`config.mk`:
```
export PLATFORM = sky130hd
export DESIGN_NAME = bist_sequencer_flat
export DESIGN_NICKNAME = d
export VERILOG_FILES = /design/src/rtl/bist_sequencer_if.sv /design/src/rtl/bist_sequencer.sv /design/src/flat_wrapper.sv
export SDC_FILE = /design/constraint.sdc
export NUM_CORES = 1
export LEC_CHECK = 0
export ABC_AREA = 1
export CORE_ASPECT_RATIO = 0.8
export CORE_UTILIZATION = 30
export CTS_CLUSTER_SIZE = 20
export DETAILED_ROUTE_END_ITERATION = 6
export GPL_TIMING_DRIVEN = 0
export MAX_ROUTING_LAYER = met4
export PLACE_DENSITY = 0.5
export SYNTH_ARGS = -nofsm -noshare
export SYNTH_HDL_FRONTEND = slang
export SYNTH_SLANG_ARGS = --single-unit
```
`constraint.sdc`:
```
create_clock -name clk_i -period 2 [get_ports clk_i]
set_clock_uncertainty 0.1 [all_clocks]
set_input_delay 0.3 -clock clk_i [delete_from_list [all_inputs] [get_ports clk_i]]
set_output_delay 0.3 -clock clk_i [all_outputs]
set_load 0.02 [all_outputs]
```
`src/rtl/bist_sequencer_if.sv`:
```
// rtl/bist_sequencer_if.sv - BIST sequencer request/response and datapath control bundle
// The controller side uses the slave modport; the requester drives start and the CUT response.
interface bist_sequencer_if #(
  parameter int MISR_W = 16
);
  logic              bist_start;
  logic              resp_in;
  logic              lfsr_reset;
  logic              lfsr_7b_en;
  logic              lfsr_9b_en;
  logic              test_mode;
  logic              busy;
  logic [MISR_W-1:0] signature;
  logic              bist_end;
  logic              pass_nfail;

  modport master (
    output bist_start, resp_in,
    input  lfsr_reset, lfsr_7b_en, lfsr_9b_en, test_mode, busy, signature, bist_end, pass_nfail
  );

  modport slave (
    input  bist_start, resp_in,
    output lfsr_reset, lfsr_7b_en, lfsr_9b_en, test_mode, busy, signature, bist_end, pass_nfail
  );
endinterface

```
`src/rtl/bist_sequencer.sv`:
```
// rtl/bist_sequencer.sv - BIST controller: seeds/steps the LFSRs, compacts the CUT response, checks the signature
// Every output is a register or a state decode, so nothing combinational reaches the pins from the inputs.
module bist_sequencer #(
  parameter int                N_PATTERNS  = 100,
  parameter int                CUT_LATENCY = 2,
  parameter int                MISR_W      = 16,
  parameter logic [MISR_W-1:0] MISR_POLY   = 16'h8016,
  parameter logic [MISR_W-1:0] GOLDEN_SIG  = '0
) (
  input  logic            clk_i,
  input  logic            rst_ni,
  bist_sequencer_if.slave bus
);

  localparam int CNT_MAX = (N_PATTERNS > CUT_LATENCY) ? N_PATTERNS : CUT_LATENCY;
  localparam int CW      = (CNT_MAX < 1) ? 1 : $clog2(CNT_MAX + 1);
  localparam int FL_LAST = (CUT_LATENCY > 0) ? CUT_LATENCY - 1 : 0;

  localparam logic [CW-1:0] RUN_LAST_C   = CW'(N_PATTERNS - 1);
  localparam logic [CW-1:0] FLUSH_LAST_C = CW'(FL_LAST);

  typedef enum logic [2:0] {
    IDLE, SEED, RUN, FLUSH, COMPARE, DONE
  } state_e;

  state_e            state_q, state_d;
  logic              start_q;
  logic [CW-1:0]     cnt_q, cnt_d;
  logic [MISR_W-1:0] misr_q, misr_d;
  logic              bist_end_q, bist_end_d;
  logic              pass_q, pass_d;

  logic              start_edge;
  logic              capture;
  logic [MISR_W-1:0] misr_next;

  assign start_edge = bus.bist_start & ~start_q;

  always_comb begin
    misr_next    = {misr_q[MISR_W-2:0], 1'b0} ^ (misr_q[MISR_W-1] ? MISR_POLY : '0);
    misr_next[0] = misr_next[0] ^ bus.resp_in;
  end

  always_comb begin
    state_d    = state_q;
    cnt_d      = cnt_q;
    misr_d     = misr_q;
    bist_end_d = bist_end_q;
    pass_d     = pass_q;
    capture    = 1'b0;

    unique case (state_q)
      IDLE: begin
        if (start_edge) state_d = SEED;
      end
      SEED: begin
        cnt_d   = '0;
        misr_d  = '0;
        state_d = RUN;
      end
      RUN: begin
        capture = 1'b1;
        if (cnt_q == RUN_LAST_C) begin
          // The counter is cleared here so FLUSH can reuse it.
          cnt_d   = '0;
          state_d = (CUT_LATENCY == 0) ? COMPARE : FLUSH;
        end else begin
          cnt_d = cnt_q + CW'(1);
        end
      end
      FLUSH: begin
        capture = 1'b1;
        if (cnt_q == FLUSH_LAST_C) begin
          cnt_d   = '0;
          state_d = COMPARE;
        end else begin
          cnt_d = cnt_q + CW'(1);
        end
      end
      COMPARE: begin
        pass_d     = (misr_q == GOLDEN_SIG);
        bist_end_d = 1'b1;
        state_d    = DONE;
      end
      DONE: begin
        if (start_edge) begin
          bist_end_d = 1'b0;
          pass_d     = 1'b0;
          state_d    = SEED;
        end
      end
      default: state_d = IDLE;
    endcase

    if (capture) misr_d = misr_next;
  end

  always_ff @(posedge clk_i) begin
    if (!rst_ni) begin
      state_q    <= IDLE;
      // Reset high so a request already asserted through reset is not taken as an edge.
      start_q    <= 1'b1;
      cnt_q      <= '0;
      misr_q     <= '0;
      bist_end_q <= 1'b0;
      pass_q     <= 1'b0;
    end else begin
      state_q    <= state_d;
      start_q    <= bus.bist_start;
      cnt_q      <= cnt_d;
      misr_q     <= misr_d;
      bist_end_q <= bist_end_d;
      pass_q     <= pass_d;
    end
  end

  assign bus.lfsr_reset = (state_q == SEED);
  assign bus.lfsr_7b_en = (state_q == RUN);
  assign bus.lfsr_9b_en = (state_q == RUN);
  assign bus.test_mode  = (state_q == SEED) || (state_q == RUN) || (state_q == FLUSH);
  assign bus.busy       = (state_q != IDLE) && (state_q != DONE);
  assign bus.signature  = misr_q;
  assign bus.bist_end   = bist_end_q;
  assign bus.pass_nfail = pass_q;

endmodule

```
`src/flat_wrapper.sv`:
```
// flat-port wrapper written by rule: the top's interface ports become plain ports
module bist_sequencer_flat 
#(
  parameter int                N_PATTERNS  = 100,
  parameter int                CUT_LATENCY = 2,
  parameter int                MISR_W      = 16,
  parameter logic [MISR_W-1:0] MISR_POLY   = 16'h8016,
  parameter logic [MISR_W-1:0] GOLDEN_SIG  = '0
)
  (clk_i, rst_ni, bus_bist_start, bus_resp_in, bus_lfsr_reset, bus_lfsr_7b_en, bus_lfsr_9b_en, bus_test_mode, bus_busy, bus_signature, bus_bist_end, bus_pass_nfail);
  bist_sequencer_if #(.MISR_W(MISR_W)) bus_i ();
  input  logic clk_i;
  input  logic rst_ni;
  input wire logic [$bits(bus_i.bist_start)-1:0] bus_bist_start;
  input wire logic [$bits(bus_i.resp_in)-1:0] bus_resp_in;
  output wire logic [$bits(bus_i.lfsr_reset)-1:0] bus_lfsr_reset;
  output wire logic [$bits(bus_i.lfsr_7b_en)-1:0] bus_lfsr_7b_en;
  output wire logic [$bits(bus_i.lfsr_9b_en)-1:0] bus_lfsr_9b_en;
  output wire logic [$bits(bus_i.test_mode)-1:0] bus_test_mode;
  output wire logic [$bits(bus_i.busy)-1:0] bus_busy;
  output wire logic [$bits(bus_i.signature)-1:0] bus_signature;
  output wire logic [$bits(bus_i.bist_end)-1:0] bus_bist_end;
  output wire logic [$bits(bus_i.pass_nfail)-1:0] bus_pass_nfail;
  assign bus_i.bist_start = bus_bist_start;
  assign bus_i.resp_in = bus_resp_in;
  assign bus_lfsr_reset = bus_i.lfsr_reset;
  assign bus_lfsr_7b_en = bus_i.lfsr_7b_en;
  assign bus_lfsr_9b_en = bus_i.lfsr_9b_en;
  assign bus_test_mode = bus_i.test_mode;
  assign bus_busy = bus_i.busy;
  assign bus_signature = bus_i.signature;
  assign bus_bist_end = bus_i.bist_end;
  assign bus_pass_nfail = bus_i.pass_nfail;
  bist_sequencer #(.N_PATTERNS(N_PATTERNS), .CUT_LATENCY(CUT_LATENCY), .MISR_W(MISR_W), .MISR_POLY(MISR_POLY), .GOLDEN_SIG(GOLDEN_SIG)) u_core (.clk_i(clk_i), .rst_ni(rst_ni), .bus(bus_i));
endmodule
```
==> After elaboration in Yosys (flattened, before gate mapping) <==
Cells that the tools add are included.
{ "totals": {"reg_bits": 29, "elab_cells": 50, "input_bits": 4, "out_inout_bits": 23} }
{ "op_classes": {"eq_ne": 12, "n_reduce_logical": 13, "add_sub_neg": 1, "mux": 14, "n_bitwise": 4} }
{ "ops": {"columns": ["cell", "count"], "rows": [
  ["16-bit 2-to-1 mux", 3],
  ["7-bit case mux with 3 select lines", 1],
  ["16-bit zero test", 1],
  ["16-bit bitwise XOR", 1],
  ["3-bit case mux with 5 select lines", 1],
  ["7-bit 2-to-1 mux", 2],
  ["3-bit 2-to-1 mux", 3],
  ["2-bit by 1-bit inequality test with 1-bit output, second input constant", 4],
  ["7-bit by 1-bit adder with 7-bit output, second input constant", 1],
  ["7-bit by 1-bit == test with 1-bit output, second input constant", 1],
  ["7-bit == test, second input constant", 1],
  ["3-bit by 2-bit == test with 1-bit output, second input constant", 2],
  ["3-bit == test, second input constant", 2],
  ["3-bit nonzero test", 2],
  ["1-bit case mux with 2 select lines", 2],
  ["2-bit nonzero test", 2],
  ["2-bit OR reduction", 2],
  ["3-bit by 1-bit == test with 1-bit output, second input constant", 1],
  ["3-bit zero test", 1],
  ["3-bit inequality test, second input constant", 1],
  ["3-bit AND reduction", 1],
  ["1-bit logical OR", 2],
  ["1-bit 2-to-1 mux", 2],
  ["2-bit AND reduction", 1],
  ["4 further kinds", 4]
]} }

==> Longest topological paths before layout <==
{ "logic_depth": {"ltp_word": 4, "depth_mapped": 11, "depth_no_buf": 11} }

==> Worst setup path after synthesis <==
Ideal clock, no wire load.
{ "synth_path": {"path_kind": "reg2out", "startpoint": "register u_core.state_q[2]", "endpoint": "output port bus_lfsr_9b_en", "arrival_ns": 0.969, "stages_incl_launch_ff": 5, "path_buffers": 1, "path_slack_ns": 0.631, "required_ns": 1.600, "cell_sequence": "dfxtp_1 > inv_2 > nand2_4 > nor2_2 > buf_4"} }
{ "synth_via": {"elab_chain_cells": 1} }
{ "synth_rtl": {"columns": ["element", "line_no", "source"], "rows": [
  ["start: declaration", "bist_sequencer.sv:26", "state_e state_q, state_d;"],
  ["start signal: assignment", "bist_sequencer.sv:108", "state_q <= state_d;"],
  ["3-bit by 2-bit == test with 1-bit output", null, null],
  ["end: declaration", "flat_wrapper.sv:18", "output wire logic [$bits(bus_i.lfsr_9b_en)-1:0] bus_lfsr_9b_en;"]
]} }
Every way passes these cells.

==> Worst setup path after layout <==
{ "layout_path": {"startpoint": "register u_core.state_q[2]", "endpoint": "output port bus_lfsr_9b_en"} }
{ "layout_via": {"elab_chain_cells": 1} }
{ "layout_rtl": {"columns": ["element", "line_no", "source"], "rows": [
  ["3-bit by 2-bit == test with 1-bit output", "bist_sequencer.sv:119", "assign bus.lfsr_9b_en = (state_q == RUN);"]
]} }
Every way passes these cells.

==> reports/summary.txt <==
outcome: finished, final reports clean
reg2reg path depth: 10
synth warn: 0
Power Density: 1126 mW/mm^2
fraction of layout cells with a size suffix above 1: 11.02%
max capacitance violation total: 0
Fin Setup TNS: 0 ns
routed vias/inst: 4.430
sequential fraction of the synthesis area: 41.21%
Relative slew margins: 67.43%
GRT Residual Overflow: 0
GP Congestion: 0.8454
TritonRoute pass-1 iters: 4
Register Area: 584.3 um^2
Worst R2R Setup Slack: 0.56 ns
initial antenna violation count: 0
commonest non-fill, non-tap cells in the layout: nand2_1 (64), a21oi_1 (27), nor2_1 (26), dfxtp_1 (26), inv_1 (24)
sw power: 822.4 uW
DRC Markers: 0
synthesized area: 0.001409 mm^2
Seq cells post-synth: 29
CP required: 1.60 ns
I/O pin total: 27
P_leak: 0.7785 nW
WS Path Type: flop to output pin
worst skew pair latency: 0.28 ns
TritonCTS buffer count: 5
Met1 Routed Length: 1722 um
Post-DRT Antenna Nets: 0
met3 wire len: 140 um
Hold Fails Final Rpt: 0
pins over their slew limit: 0
port bufs: 25
Tcrit/Tclk final: 91.19%
Fmax: 0.5483 GHz
worst vdd ir: 0.0005176 V
Post-CTS Hold Buffers: 0
gr usage total: 15.18%
hold crit path type: input port to flop
FP Rows: 21
Int Pwr: 1.245 mW
count of unique library cells instantiated by Yosys: 21
Final setup viols: 0
Die H: 63.30 um
post-DR wirelength/cell: 10.94 um
Flop pwr share: 33.9%
Clock H-tree levels: 2
core area: 0.004335 mm^2
Multi-input gate area: 685.7 um^2
Mean Syn Cell Area: 6.646 um^2
CTS Sinks: 29
Post-Route WL: 3304 um
CP Capture Type: output pin
crit path from: u_core.state_q[2]
initial DRC count: 52
Tmin final: 1.824 ns
worst hold endpoint: u_core.state_q[2]
initial core utilization: 32.50%
highest routed layer: met4
reg2reg start: u_core.cnt_q[0]
Startpoint Class: flop
hold wc startpoint: rst_ni
worst slew pin tran: 0.4886 ns
first-pass GRT wire length: 5575 um
HPWL after DPL: 2381 um
via count: 1338
sw frac: 39.78%
r2r endpoint: u_core.cnt_q[1]
RSZ-0062 raised after global routing: false
largest net degree at the start of global routing: 11
most common cell after layout, fill and taps aside: nand2_1
die width: 78.62 um
CTS tree: built
hold_ws: 0.2934 ns
antenna diode count: 0
Clock Power Share: 26.4%
largest fanout on the critical path: 8
post-synth net total: 219
depth of the worst hold-timing path: 3
Clock Tree Root: clkbuf_8
Post-Synthesis Cells: 212
met2 wire len: 1370 um
Reg clk slew, reported paths: 0.07 ns
Max clock buf depth: 2
die area: 0.004976 mm^2
filler cell count: 482
crit path DAT: 1.42 ns
Area growth syn-to-layout: 30.28%
Post-layout nets: 251
Gate power share: 39.6%
vias in the first global route: 1146
## cell families after synthesis
| group | synth area share [%] |
|---|---|
| and+or+nand+nor | 32.68 |
| AOI/OAI and AO/OA | 13.14 |
| buffers and inverters | 10.30 |
| DFF | 41.21 |
| adders and majority gates | 2.665 |
## routing by layer
metal / up-vias / track usage (%)
li1: 726 / -
met1: 579 / 20.72
met2: 26 / 19.89
met3: 7 / 4.493
met4: 0 / 7.639
met5: - / -
## layout make-up
cell class                 count  area share (%)
inverter                      26           5.317
buffer                         8           2.590
clock inverter                 1          0.2727
timing repair buffer          25           13.50
clock buffer                   7           5.249
tap                           57           3.885
sequential                    29           31.83
multi-input combinational    149           37.36
## power groups by stage
stage	sequential, mW	clock (mW)	combinational, mW
CTS	0.691	0.565	0.832
global route	0.713	0.602	0.921
detailed placement	0.704	0	0.857
finish	0.701	0.547	0.819
global placement	0.705	0	0.853
floorplan	0.710	0	0.571
## registers in the layout, summed over array words and instances (netlist names)
register,cells
u_core.bus.pass_nfail,1
u_core.cnt_q,7
u_core.bus.signature,16
u_core.bus.bist_end,1
u_core.start_q,1
u_core.state_q,3
## cell usage after synthesis
cell	n	area (um^2)
nor2_2	2	12.51
a21oi_1	27	135.1
buf_6	1	11.26
nand4_1	2	12.51
nand2_4	2	22.52
nand2_1	64	240.2
o21ai_1	1	5.000
nand3b_1	1	7.510
inv_1	24	90.09
clkbuf_1	3	11.26
o21ai_0	9	45.04
nor2_1	27	101.4
buf_2	2	10.01
nand3_1	7	35.03
nand3_2	1	10.01
ha_1	3	37.54
dfxtp_1	29	580.6
inv_2	2	7.510
nand2_2	2	12.51
buf_4	2	15.01
or2_2	1	6.260
## critical path, stage by stage, from the launching register on
cell           delay (ns)
dfxtp_2              0.35
inv_2                0.09
nand2_4              0.09
nor2_2               0.16
buf_4                0.13
dlygate4sd2_1        0.31
## worst max path at each step
stage	slack (ns)	to
detailed placement	0.17	bus_lfsr_9b_en
CTS	0.009	bus_busy
finish	0.18	bus_lfsr_9b_en
global route	0.08	bus_lfsr_9b_en
floorplan	0.63	bus_lfsr_9b_en
global placement	0.16	bus_lfsr_9b_en
## through the flow
stage	cell area, um^2	instances	total power, mW	util, %	worst slack (ns)
6_report	1836	302	2.067	42.34	0.1762
5_1_grt	1836	302	2.236	42.34	0.07910
4_1_cts	1827	302	2.088	42.14	0.009337
3_5_place_dp	1730	294	1.561	39.91	0.1686
3_3_place_gp	1730	294	1.559	39.91	0.1612
2_1_floorplan	1409	212	1.281	-	0.6308
## repair_timing
| item | in CTS | in global routing |
|---|---|---|
| setup endpoints to repair | 4 | 1 |
| resized for setup | 4 | 5 |
| setup buffers | 0 | 0 |
(Power assumes the default switching activity.)
